`src/rtl/muldiv_wb_arbiter_pkg.sv`:
```
// Shared types and widths for the mult-unit writeback arbiter.
package muldiv_wb_arbiter_pkg;

  localparam int unsigned TRANS_ID_BITS = 4;
  localparam int unsigned XLEN          = 64;

  typedef struct packed {
    logic [TRANS_ID_BITS-1:0] trans_id;
    logic [XLEN-1:0]          result;
  } wb_entry_t;

  typedef enum logic [1:0] {
    SelNone,
    SelMult,
    SelFifo,
    SelDiv
  } sel_e;

endpackage

```
`src/rtl/muldiv_result_fifo.sv`:
```
// Generic synchronous FIFO with flush; wrap-bit pointers distinguish full from empty.
module muldiv_result_fifo #(
  parameter int unsigned Width = 8,
  parameter int unsigned Depth = 2
) (
  input  logic             clk_i,
  input  logic             rst_i,
  input  logic             flush_i,
  input  logic             push_i,
  input  logic             pop_i,
  input  logic [Width-1:0] wdata_i,
  output logic [Width-1:0] rdata_o,
  output logic             full_o,
  output logic             empty_o
);

  localparam int unsigned AddrW = (Depth > 1) ? $clog2(Depth) : 1;

  logic [AddrW:0]   wr_ptr;
  logic [AddrW:0]   rd_ptr;
  logic [Width-1:0] mem [Depth];

  assign empty_o = (wr_ptr == rd_ptr);
  assign full_o  = (wr_ptr[AddrW] != rd_ptr[AddrW]) &&
                   (wr_ptr[AddrW-1:0] == rd_ptr[AddrW-1:0]);
  assign rdata_o = mem[rd_ptr[AddrW-1:0]];

  always_ff @(posedge clk_i) begin
    if (rst_i || flush_i) begin
      wr_ptr <= '0;
      rd_ptr <= '0;
    end else begin
      if (push_i) wr_ptr <= wr_ptr + 1'b1;
      if (pop_i)  rd_ptr <= rd_ptr + 1'b1;
    end
  end

  always_ff @(posedge clk_i) begin
    if (push_i) mem[wr_ptr[AddrW-1:0]] <= wdata_i;
  end

endmodule

```
`src/rtl/muldiv_wb_arbiter.sv`:
```
// Merges multiplier and divider results onto one writeback port; the multiplier always wins.
module muldiv_wb_arbiter #(
  parameter int unsigned TRANS_ID_BITS  = muldiv_wb_arbiter_pkg::TRANS_ID_BITS,
  parameter int unsigned XLEN           = muldiv_wb_arbiter_pkg::XLEN,
  parameter int unsigned DIV_FIFO_DEPTH = 2,
  parameter int unsigned STARVE_LIMIT   = 4
) (
  input  logic                     clk_i,
  input  logic                     rst_i,
  input  logic                     flush_i,
  input  logic                     mult_valid_i,
  input  logic [TRANS_ID_BITS-1:0] mult_trans_id_i,
  input  logic [XLEN-1:0]          mult_result_i,
  input  logic                     div_valid_i,
  input  logic [TRANS_ID_BITS-1:0] div_trans_id_i,
  input  logic [XLEN-1:0]          div_result_i,
  output logic                     div_ready_o,
  output logic                     mult_hold_o,
  output logic                     wb_valid_o,
  output logic [TRANS_ID_BITS-1:0] wb_trans_id_o,
  output logic [XLEN-1:0]          wb_result_o,
  output logic                     busy_o
);
  import muldiv_wb_arbiter_pkg::*;

  localparam int unsigned EntryW = TRANS_ID_BITS + XLEN;
  localparam int unsigned CntW   = $clog2(STARVE_LIMIT + 1);
  localparam logic [CntW-1:0] StarveMax = CntW'(STARVE_LIMIT);

  logic              fifo_full;
  logic              fifo_empty;
  logic              div_hs;
  logic              push;
  logic              pop;
  logic [EntryW-1:0] fifo_head;
  logic [CntW-1:0]   starve_cnt;
  sel_e              sel;

  // Ready stays high during flush so the divider never stalls on a result about to be dropped.
  always_comb begin
    div_ready_o = !fifo_full || flush_i;
    div_hs      = div_valid_i && div_ready_o;
    sel         = SelNone;
    if (mult_valid_i)     sel = SelMult;
    else if (!fifo_empty) sel = SelFifo;
    else if (div_hs)      sel = SelDiv;
    pop  = (sel == SelFifo) && !flush_i;
    push = div_hs && (sel != SelDiv) && !flush_i;
  end

  muldiv_result_fifo #(
    .Width (EntryW),
    .Depth (DIV_FIFO_DEPTH)
  ) u_fifo (
    .clk_i   (clk_i),
    .rst_i   (rst_i),
    .flush_i (flush_i),
    .push_i  (push),
    .pop_i   (pop),
    .wdata_i ({div_trans_id_i, div_result_i}),
    .rdata_o (fifo_head),
    .full_o  (fifo_full),
    .empty_o (fifo_empty)
  );

  always_ff @(posedge clk_i) begin
    if (rst_i) begin
      wb_valid_o    <= 1'b0;
      wb_trans_id_o <= '0;
      wb_result_o   <= '0;
      starve_cnt    <= '0;
      mult_hold_o   <= 1'b0;
    end else begin
      wb_valid_o <= (sel != SelNone) && !flush_i;
      unique case (sel)
        SelMult: begin
          wb_trans_id_o <= mult_trans_id_i;
          wb_result_o   <= mult_result_i;
        end
        SelFifo: {wb_trans_id_o, wb_result_o} <= fifo_head;
        SelDiv: begin
          wb_trans_id_o <= div_trans_id_i;
          wb_result_o   <= div_result_i;
        end
        default: ;
      endcase
      if (flush_i || fifo_empty || pop) starve_cnt <= '0;
      else if (starve_cnt != StarveMax) starve_cnt <= starve_cnt + CntW'(1);
      // Counter holds at the limit until a pop, so hold stays up until then.
      mult_hold_o <= !flush_i && !pop && (starve_cnt == StarveMax);
    end
  end

  assign busy_o = !fifo_empty || wb_valid_o;

endmodule

```
`config.mk`:
```
export PLATFORM = sky130hd
export DESIGN_NAME = muldiv_wb_arbiter
export DESIGN_NICKNAME = d
export VERILOG_FILES = /design/src/rtl/muldiv_wb_arbiter_pkg.sv /design/src/rtl/muldiv_result_fifo.sv /design/src/rtl/muldiv_wb_arbiter.sv
export SDC_FILE = /design/constraint.sdc
export NUM_CORES = 1
export LEC_CHECK = 0
export CAP_MARGIN = 10
export CORE_ASPECT_RATIO = 1.5
export CORE_MARGIN = 2
export CORE_UTILIZATION = 35
export CTS_CLUSTER_SIZE = 20
export DETAILED_ROUTE_END_ITERATION = 7
export SLEW_MARGIN = 10
export SYNTH_ARGS = -nofsm -noshare
export SYNTH_HDL_FRONTEND = slang
export SYNTH_HIERARCHICAL = 1
export SYNTH_SLANG_ARGS = --single-unit
export TNS_END_PERCENT = 10
```
`constraint.sdc`:
```
create_clock -name clk_i -period 11.95 [get_ports clk_i]
set_input_delay 2.39 -clock clk_i [delete_from_list [all_inputs] [get_ports clk_i]]
set_output_delay 2.39 -clock clk_i [all_outputs]
set_load 0.005 [all_outputs]
```
; After elaboration in Yosys (flattened, before gate mapping)
; Memories as Yosys holds them, arrays and structs flattened. A register that Yosys moved wholly into a read port is not among the register bits.
; Index checks and enable logic that the tools add are counted.
[op_classes]
add_sub_neg = 3
n_mux = 9
eq_ne = 9
n_reduce_logical = 20
[ops]
columns = op, count
row1 = case mux 64 bit (3 select lines), 1
row2 = case mux 4 bit (3 select lines), 1
row3 = logical AND 1 bit, 8
row4 = 2-to-1 mux 2 bit, 3
row5 = logical OR 1 bit, 5
row6 = "adder 2 x 1 -> 2 bit, second input constant", 2
row7 = "equality test 2 bit, second input constant", 2
row8 = zero test 1 bit, 4
row9 = 2-to-1 mux 1 bit, 4
row10 = "adder 3 x 1 -> 3 bit, second input constant", 1
row11 = "equality test 3 bit, second input constant", 1
row12 = "!= test 3 bit, second input constant", 1
row13 = nonzero test 3 bit, 1
row14 = "equality test 2 x 1 -> 1 bit, second input constant", 1
row15 = equality test 2 bit, 1
row16 = "!= test 2 bit, second input constant", 1
row17 = nonzero test 2 bit, 1
row18 = OR reduction 2 bit, 1
row19 = equality test 1 bit, 1
row20 = != test 1 bit, 1
[word_totals]
elab_cells = 49
mem_bits_rw = 136
reg_bits = 77
mem_count = 1
out_inout_bits = 72
[mem_list]
columns = memory, words, word_bits, rd, rd_clocked_by_memory_dff, write_ports, line_no
row1 = u_fifo.mem, 2, 68, 1, 1, 1, muldiv_result_fifo.sv:21  ; logic [Width-1:0] mem [Depth];

; Longest topological paths before layout
; Gate-level depths: netlist (run 1).
[logic_depth]
word_depth = 13
depth_mapped = 9
ltp_nobuf = 6

; By module
; The synthesis (run 1) kept the hierarchy.
[by_module_without_submodules]
columns = module, cells_each, n_inst, area_per_inst_um2, seq_area_each_um2
row1 = muldiv_result_fifo, 235, 1, 5217.5, 4184.0
row2 = muldiv_wb_arbiter, 443, 1, 4042.6, 1461.4

; Worst setup path after synthesis (run 1)
; OpenSTA, ideal clock, no wires.
[synth_timing]
kind = input to register
start = in div_valid_i
end = mem u_fifo/mem[0][0] in the netlist's numbering (enable)
path_buffers = 3
slack_ps = 4816
arrival_time_ps = 6631
required_time_ps = 11448
stages = 5
cell_sequence = buf_2 buf_2 clkbuf_1 nor4b_1 nor2b_1
[synth_via]
elab_chain_len = 9
[synth_lines]
columns = element, line_no
row1 = start: declaration, muldiv_wb_arbiter.sv:14  ; input logic div_valid_i,
row2 = logical AND 1 bit (*), muldiv_wb_arbiter.sv:42  ; div_hs = div_valid_i && div_ready_o;
row3 = 2-to-1 mux 2 bit, muldiv_wb_arbiter.sv:46  ; else if (div_hs) sel = SelDiv;
row4 = 2-to-1 mux 2 bit, muldiv_wb_arbiter.sv:45  ; else if (!fifo_empty) sel = SelFifo;
row5 = 2-to-1 mux 2 bit, muldiv_wb_arbiter.sv:44  ; if (mult_valid_i) sel = SelMult;
row6 = != test 2 bit, muldiv_wb_arbiter.sv:48  ; push = div_hs && (sel != SelDiv) && !flush_i;
row7 = logical AND 1 bit (*) (2 in series), muldiv_wb_arbiter.sv:48
row8 = via push, muldiv_wb_arbiter.sv:33  ; logic push;
row9 = 2-to-1 mux 1 bit (*), muldiv_result_fifo.sv:39  ; if (push_i) mem[wr_ptr[AddrW-1:0]] <= wdata_i;
row10 = 2-to-1 mux 1 bit (implied by the code) (*), muldiv_result_fifo.sv:39
row11 = end: declaration, muldiv_result_fifo.sv:21
; The timed path passes the listed nets; every way through them passes the cells marked *.

; Final worst setup path (run 1)
[layout_timing]
start = in flush_i
end = out div_ready_o
[layout_via]
elab_chain_len = 1
[layout_lines]
columns = element, line_no
row1 = start: declaration, muldiv_wb_arbiter.sv:10  ; input logic flush_i,
row2 = logical OR 1 bit, muldiv_wb_arbiter.sv:41  ; div_ready_o = !fifo_full || flush_i;
row3 = end: declaration, muldiv_wb_arbiter.sv:17  ; output logic div_ready_o,
; Every way passes these cells.

==> metrics.md, run 1 <==
| Metric | Value |
|---|---|
| Min-delay worst type | `reg2reg` |
| CTS tree | `done` |
| Util after Layout | `46.7%` |
| Final Cycle Share | `53.6%` |
| CP max-delay cell | `clkdlybuf4s50_1` |
| FMAX | `156 MHz` |
| First-pass GRT wire length | `38300 um` |
| Net count after synthesis | `821` |
| Final TNS setup | `0 ns` |
| Yosys Warn Count | `6` |
| Switch share | `22.5%` |
| Max rail drop VDD | `0.000115 V` |
| Largest net degree at the start of global routing | `86` |
| Total GRT Usage | `17.7%` |
| Critical path's largest stage delay | `0.61 ns` |
| TritonCTS buffer count | `21` |
| Mapped cell area | `9260 um2` |
| Die Span Y | `203 um` |
| Vias in the first global route | `6899` |
| Via count | `6711` |
| Clock sink count | `214` |
| Layout cells sized above 1 | `17.1%` |
| Critical path capture point type | `output port` |
| Flops & latches, synth | `214` |
| Worst-margin pin slew | `1.11 ns` |
| Cells after Synth | `678` |
| CP Class | `in2out` |
| Clk slew on worst S/H paths | `0.06 ns` |
| Final Hold Vio Count | `0` |
| Worst-Skew Late Latency | `0.49 ns` |
| Post-CTS Setup Repair Bufs | `0` |
| Max clock buf depth | `3` |
| HPWL after detailed placement | `15000 um` |
| Setup Skew | `0.00931 ns` |
| Critical Path RT | `9.56 ns` |
| Cell variety after synth | `38` |
| Via-to-Cell Ratio | `5.64` |
| RSZ-0062 raised after global routing | `no` |
| Critical-path cell list | `clkdlybuf4s50_1 -> nand2b_4 -> clkdlybuf4s50_1` |
| P&R area growth vs syn | `30.9%` |
| NetSw | `0.374 mW` |
| Register area share after synthesis | `61.0%` |
| Die footprint | `27800 um2` |
| Max-Cap Viols | `0` |
| CTS-repair resized insts | `0` |
| Routability Congestion | `0.733` |
| Worst endpoint data arrival time | `4.01 ns` |
| # IOs | `213` |
| Nets@finish | `985` |
| Die width | `137 um` |
| Initial antenna violation count | `1` |
| Rows | `72` |
| Mean routed wirelength per cell | `21.3 um` |
| Drc violations | `0` |
| Final Setup Violations | `0` |
| Grt ovf | `0` |
| Initial Utilization | `35.7%` |
| Clock share of power | `38.6%` |
| Pins over their slew limit | `0` |
| Avg Synthesized Cell Area | `13.7 um2` |
| Logic pwr share | `11.5%` |
| CORE AREA | `25900 um2` |
| Relative slew slack | `26.0%` |
| Post-route ant nets | `0` |
| Clk root buf | `clkbuf_16` |
| H-tree depth | `1` |
| Pre-Repair DR Iteration Count | `5` |
| Initial DRC Count | `451` |
| Pint | `1.29 mW` |
| Status | `complete, no violations` |
| Buffers on Ports | `212` |
| Power Density | `137 nW/um2` |
| Final WL | `25400 um` |
| Critical Path Start Type | `primary input` |
| Hold Buf Count CTS | `0` |
| CP dominant cell by count | `clkdlybuf4s50_1` |
| Seq pwr share | `49.9%` |
| Pleak | `3.83 nW` |
| Tmin final | `6.40 ns` |
| CP Max Fanout | `34` |
critical path: cells and delay by family:
kind	cells	cell delay, ns
buf+inv	2	1.19
simple gates	1	0.42
sequential cells by signal, indices dropped and copies added, names as in the netlist, named ones only:
name / count
u_fifo/rd_ptr: 2
u_fifo/mem: 136
starve_cnt: 3
wb_trans_id_o: 4
wb_result_o: 64
u_fifo/wr_ptr: 2
mult_hold_o: 1
wb_valid_o: 1
metal layers:
metal  part of all wire [%]  vias to the layer above  GRT usage (%)
met4                    2.6                        2           5.96
met2                     52                      273           31.4
met1                     39                     3274           21.4
met5                  0.059                        -              0
li1                       -                     3121              -
met3                    6.5                       41           3.16
synth_stat cells (all sizes together):
cell type  instances  area (um2)
or4b               1        10.0
edfxtp           136        4080
nand3b             2        15.0
nor3b              1        7.51
o221a             12         135
nor2b             14        87.6
a211oi            56         420
mux2              68         841
and2               1        6.26
buf               40         263
a21bo              2        20.0
dfxtp             78        1560
clkbuf            40         150
a22oi             56         420
nor4               1        6.26
nand2b             3        26.3
a311oi            56         553
xnor2              4        35.0
inv                2        7.51
nor4b              1        8.76
a21o               1        7.51
xor2               1        8.76
nor2               8        30.0
ha                 2        25.0
or2                1        6.26
nand2              3        11.3
a21oi              3        15.0
nor3              26         130
nand3              2        10.0
and2b              1        7.51
nand4             56         350
power by group through the flow:
| stage | Sequential (mW) | Combinational, mW | Clock [mW] |
|---|---|---|---|
| after global placement | 0.844 | 0.190 | 0 |
| after CTS | 0.828 | 0.193 | 0.654 |
| after detailed placement | 0.844 | 0.192 | 0 |
| after global routing | 0.831 | 0.205 | 0.683 |
| after floorplan | 0.844 | 0.0765 | 0 |
| final | 0.828 | 0.191 | 0.641 |
final cells by class:
class | count | area (um2)
clock buffer | 22 | 529
inverter | 2 | 7.51
multi-input combinational | 382 | 3220
sequential | 214 | 5650
antenna | 1 | 2.50
tap | 333 | 417
timing repair buffer | 221 | 2180
clock inverter | 15 | 124
fill | 2379 | 13800
layout by cell type (no fill, tap or decap), drive strengths merged, types with 14 or more instances in the layout:
cell type	instances
a22oi	56
nor3	26
edfxtp	136
clkdlybuf4s50	209
nand4	56
nor2b	14
a211oi	56
a311oi	56
clkbuf	22
mux2	68
dfxtp	78
cells by family after synthesis:
kind of cell    Yosys count  share of synthesized area [%]
mux                      68                           9.08
fa+ha+maj                 2                          0.270
simple gates            121                           7.70
flops                   214                           61.0
buf+inv                  82                           4.54
xor+xnor                  5                          0.473
compound gates          186                           17.0
path summary, 6_finish.rpt:
| kind | from | end | slack (ns) | cells after the start |
|---|---|---|---|---|
| worst max-delay path | flush_i | div_ready_o | 5.55 | 3 |
| worst min register to register | starve_cnt[2] | starve_cnt[1] | 0.52 | 2 |
| worst min-delay path | starve_cnt[2] | starve_cnt[1] | 0.52 | 2 |
| worst max register to register | u_fifo/wr_ptr[0] | u_fifo/mem[0][29] | 8.02 | 7 |
per-stage QoR:
stage          power (mW)  setup slack [ns]  hold slack [ns]  instance area (um2)  cells
2_1_floorplan       0.921              4.82            0.469                 9260    678
3_3_place_gp         1.03              5.55            0.493                11500   1152
3_5_place_dp         1.04              5.55            0.504                11500   1152
4_1_cts              1.68              5.54            0.514                12100   1189
5_1_grt              1.72              5.48            0.540                12100   1189
6_report             1.66              5.55            0.517                12100   1190
Note: power is estimated with default switching activity, not from simulation.
==> run 2: changes to the inputs <==
- clock period: 11.95 -> 5.85 ns (I/O delays scaled with it)
==> metrics.md, run 2 (synthesis results as in run 1) <==
| Metric | Value |
|---|---|
| Total power draw | `3.44 mW (was 1.66 mW)` |
| Routability Congestion | `0.773 (was 0.733)` |
| RSZ-0062 raised after global routing | `no (unchanged)` |
| First-pass GRT wire length | `39400 um (was 38300 um)` |
| Tmin final | `4.14 ns` |
| Initial antenna violation count | `3 (was 1)` |
| Final Hold Vio Count | `0 (unchanged)` |
| Relative slew slack | `26.2% (was 26.0%)` |
| Setup Skew | `0.0101 ns (was 0.00931 ns)` |
| Placement Cell Area | `11500 um2 (about the same)` |
| HPWL after detailed placement | `15700 um (was 15000 um)` |
| Die footprint | `27800 um2 (unchanged)` |
| CP Max Fanout | `45 (was 34)` |
| Critical Path Start Type | `primary input (unchanged)` |
| Critical path capture point type | `output port (unchanged)` |
| Worst endpoint data arrival time | `2.97 ns (was 4.01 ns)` |
| Critical Path RT | `4.68 ns (was 9.56 ns)` |
| Final TNS setup | `0 ns (unchanged)` |
| Most frequent cells in the layout | `clkdlybuf4s50_1, edfxtp_1, dfxtp_1 (unchanged)` |
| H-tree depth | `1 (unchanged)` |
| Buffers on Ports | `212 (unchanged)` |
| # IOs | `213 (unchanged)` |
| Largest net degree at the start of global routing | `81 (was 86)` |
| Via count | `6787 (was 6711)` |
| Nets@finish | `990 (was 985)` |
| Grt ovf | `0 (unchanged)` |
| Worst-Skew Late Latency | `0.50 ns (was 0.49 ns)` |
| Final Setup Violations | `0 (unchanged)` |
| Max-Cap Viols | `0 (unchanged)` |
| Hold Buf Count CTS | `0 (unchanged)` |
| Dpl cells | `1156 (was 1152)` |
| Status | `complete, no violations (unchanged)` |
| Pins over their slew limit | `0 (unchanged)` |
| Final WL | `26100 um (was 25400 um)` |
| Max rail drop VDD | `0.000232 V (was 0.000115 V)` |
| Clk slew on worst S/H paths | `0.06 ns (about the same)` |
| Max clock buf depth | `3 (unchanged)` |
| Pre-CTS setup slack | `1.60 ns (was 5.55 ns)` |
| CP Class | `in2out (unchanged)` |
| Mean routed wirelength per cell | `21.8 um (was 21.3 um)` |
| TritonCTS buffer count | `22 (was 21)` |
| Via-to-Cell Ratio | `5.67 (was 5.64)` |
| Initial Utilization | `35.7% (unchanged)` |
| Post-route ant nets | `0 (unchanged)` |
| Power Density | `282 nW/um2 (was 137 nW/um2)` |
| Total GRT Usage | `18.3% (was 17.7%)` |
| Clk root buf | `clkbuf_16 (unchanged)` |
| CTS tree | `done (unchanged)` |
| Most common library cell in the layout ignoring fill and taps | `clkdlybuf4s50_1 (unchanged)` |
| CORE AREA | `25900 um2 (unchanged)` |
| Final instance area | `12200 um2 (was 12100 um2)` |
| Post-CTS Setup Repair Bufs | `0 (unchanged)` |
| Die width | `137 um (unchanged)` |
| CTS-repair resized insts | `0 (unchanged)` |
| Die Span Y | `203 um (unchanged)` |
| Cell Count, Final, Fillers Out | `1196 (was 1190)` |
| Worst-margin pin slew | `1.11 ns (about the same)` |
| Pre-Repair DR Iteration Count | `5 (unchanged)` |
| Layout cells sized above 1 | `17.1% (about the same)` |
| Rows | `72 (unchanged)` |
| Drc violations | `0 (unchanged)` |
| FMAX | `241 MHz` |
| Final Cycle Share | `70.8%` |
| Vias in the first global route | `6830 (was 6899)` |
| Initial DRC Count | `518 (was 451)` |
| P&R area growth vs syn | `31.7% (was 30.9%)` |
| Max FFs per register | `136 (unchanged)` |
| Min-delay worst type | `reg2reg (unchanged)` |
| Clock sink count | `214 (unchanged)` |
| Pleak | `3.86 nW (was 3.83 nW)` |
| Setup WS post-layout | `1.71 ns (was 5.55 ns)` |
## run 2: cell types whose count changed in the layout (fill, tap and decap cells not counted)
cell and delta:
clkbuf_1 +8, clkbuf_8 +2, clkinv_4 +1, clkbuf_16 +2, buf_4 +4, clkinv_1 -3, bufinv_16 -1, clkinv_2 -7
## run 2: path summary, 6_finish.rpt
| kind | from | end | slack, ns | cells past startpoint |
|---|---|---|---|---|
| setup / recovery | flush_i | div_ready_o | 1.71 | 3 |
| setup reg to reg | u_fifo/wr_ptr[0] | wb_result_o[47] | 2.69 | 6 |
| hold reg to reg | starve_cnt[1] | starve_cnt[1] | 0.50 | 2 |
| hold / removal | starve_cnt[1] | starve_cnt[1] | 0.50 | 2 |
## run 2: worst max-delay path, cell delays in order
cell             delay, ns
clkdlybuf4s50_1       0.64
nand2b_4              0.55
clkdlybuf4s50_1       0.62
## run 2: power breakdown
group	total [mW]	switching [mW]	internal, mW
Combinational	0.396	0.176	0.220
Sequential	1.69	0.0277	1.66
Clock	1.35	0.560	0.793
Total	3.44	0.763	2.68
## run 2: layer usage
metal | part of all wire, % | wire length [um] | vias to the layer above | track usage [%]
met1 | 39 | 10100 | 3360 | 22.4
met4 | 3.2 | 840 | 4 | 6.55
met3 | 5.5 | 1430 | 53 | 2.61
met2 | 53 | 13700 | 241 | 32.4
li1 | - | - | 3129 | -
met5 | 0.11 | 30 | - | 0
## run 2: area by class of cell
class,instances,area (um2)
antenna,1,2.50
clock buffer,34,637
clock inverter,5,56.3
fill,2371,13700
inverter,2,7.51
multi-input combinational,382,3220
sequential,214,5650
tap,333,417
timing repair buffer,225,2210
## run 2: through the flow
stage	hold slack [ns]	utilization (%)
after floorplan	0.469	-
after global placement	0.494	44.3
after detailed placement	0.501	44.3
after CTS	0.510	47.0
after global routing	0.542	47.0
final	0.505	47.0
==> run 3: changes to the inputs <==
- clock period: 5.85 -> 3.6 ns (I/O delays scaled with it)
==> metrics.md, run 3 (synthesis results as in run 1) <==
| Metric | Value |
|---|---|
| Status | `complete, no violations (unchanged)` |
| Nets@finish | `995 (was 990)` |
| Total GRT Usage | `18.5% (was 18.3%)` |
| RSZ-0062 raised after global routing | `no (unchanged)` |
| P&R area growth vs syn | `33.0% (was 31.7%)` |
| Power Density | `463 nW/um2 (was 282 nW/um2)` |
| Hold Buf Count CTS | `0 (unchanged)` |
| Max FFs per register | `136 (unchanged)` |
| H-tree depth | `1 (unchanged)` |
| Clock sink count | `214 (unchanged)` |
| Tmin final | `2.85 ns` |
| Largest net degree at the start of global routing | `111 (was 81)` |
| Post-route ant nets | `0 (unchanged)` |
| Via-to-Cell Ratio | `5.62 (was 5.67)` |
| First-pass GRT wire length | `39800 um (was 39400 um)` |
| Most common library cell in the layout ignoring fill and taps | `clkdlybuf4s50_1 (unchanged)` |
| Vias in the first global route | `7092 (was 6830)` |
| Critical path capture point type | `output port (unchanged)` |
| Worst-margin pin slew | `1.00 ns (was 1.11 ns)` |
| Pins over their slew limit | `0 (unchanged)` |
| FMAX | `351 MHz` |
| Setup Skew | `0.0108 ns (was 0.0101 ns)` |
| Die width | `137 um (unchanged)` |
| Mean routed wirelength per cell | `21.8 um (about the same)` |
| CP Class | `in2out (unchanged)` |
| Die Span Y | `203 um (unchanged)` |
| Final Hold Vio Count | `0 (unchanged)` |
| Util after Layout | `47.5% (was 47.0%)` |
| Clk root buf | `clkbuf_16 (unchanged)` |
| Final Setup Violations | `0 (unchanged)` |
| CP Max Fanout | `7 (was 45)` |
| CORE AREA | `25900 um2 (unchanged)` |
| Max-Cap Viols | `0 (unchanged)` |
| Initial Utilization | `35.7% (unchanged)` |
| CTS tree | `done (unchanged)` |
| Most frequent cells in the layout | `clkdlybuf4s50_1, edfxtp_1, dfxtp_1 (unchanged)` |
| TritonCTS buffer count | `21 (was 22)` |
| Routability Congestion | `0.731 (was 0.773)` |
| CTS-repair resized insts | `0 (unchanged)` |
| Buffers on Ports | `212 (unchanged)` |
| Worst-Skew Late Latency | `0.49 ns (was 0.50 ns)` |
| Pre-CTS setup slack | `0.718 ns (was 1.60 ns)` |
| Initial antenna violation count | `4 (was 3)` |
| Final WL | `26100 um (about the same)` |
| HPWL after detailed placement | `16100 um (was 15700 um)` |
| Initial DRC Count | `335 (was 518)` |
| Multi-input gate area | `3220 um2 (about the same)` |
| Pleak | `3.92 nW (was 3.86 nW)` |
| Final Cycle Share | `79.2%` |
| Rows | `72 (unchanged)` |
| Dpl cells | `1162 (was 1156)` |
| Min-delay worst type | `reg2reg (unchanged)` |
| Cell Count, Final, Fillers Out | `1201 (was 1196)` |
| Via count | `6747 (was 6787)` |
| # IOs | `213 (unchanged)` |
| Placement Cell Area | `11600 um2 (was 11500 um2)` |
| Layout cells sized above 1 | `18.0% (was 17.1%)` |
| Setup WS post-layout | `0.750 ns (was 1.71 ns)` |
| Max rail drop VDD | `0.000263 V (was 0.000232 V)` |
| Drc violations | `0 (unchanged)` |
| Final instance area | `12300 um2 (was 12200 um2)` |
| Die footprint | `27800 um2 (unchanged)` |
| Relative slew slack | `33.2% (was 26.2%)` |
| Final hold slack | `0.516 ns (was 0.505 ns)` |
| FILL cells | `2399 (was 2371)` |
| Storage cell area | `5650 um2 (unchanged)` |
| Pre-Repair DR Iteration Count | `4 (was 5)` |
| Critical Path RT | `2.88 ns (was 4.68 ns)` |
| Post-CTS Setup Repair Bufs | `0 (unchanged)` |
| Worst endpoint data arrival time | `2.13 ns (was 2.97 ns)` |
| Clk slew on worst S/H paths | `0.06 ns (about the same)` |
| Max clock buf depth | `3 (unchanged)` |
| Critical Path Start Type | `primary input (unchanged)` |
| Grt ovf | `0 (unchanged)` |
## run 3: worst max-delay path: stages
cell and delay, ns:
clkdlybuf4s50_1 0.60, nand2b_4 0.25, clkdlybuf4s50_1 0.55
## run 3: area by class of cell
class	count	area share, %
Clock buffer	25	4.47
Antenna cell	2	0.0406
Inverter	2	0.0610
Clock inverter	12	1.40
Timing Repair Buffer	231	18.6
Tap cell	333	3.38
Multi-Input combinational cell	382	26.2
Sequential cell	214	45.9
## run 3: where the power goes
group | leakage [nW] | internal (mW) | switching, mW | total (mW)
logic | 1.69 | 0.361 | 0.283 | 0.644
clock network | 0.353 | 1.39 | 0.930 | 2.32
registers | 1.88 | 2.70 | 0.0434 | 2.75
## run 3: through the flow
stage	setup TNS, ns	total power, mW
final	0	5.71
after global routing	0	5.93
after CTS	0	5.77
after detailed placement	0	3.45
after global placement	0	3.44
after floorplan	-30.80	3.05
## run 3: path summary, 6_finish.rpt
check,start,endpoint,slack (ns),depth (start not counted)
worst max-delay path,flush_i,div_ready_o,0.75,3
worst min-delay path,starve_cnt[1],starve_cnt[1],0.52,2
worst max register to register,u_fifo/wr_ptr[0],wb_result_o[33],0.90,6
worst min register to register,starve_cnt[1],starve_cnt[1],0.52,2
## run 3: per-layer routing
layer  vias up  track usage [%]  routed length, um
met2       201             34.5              14000
met4         4             6.26                726
met3        44             3.58               1560
met1      3364             20.6               9820
met5         -                0                 25
li1       3134                -                  -
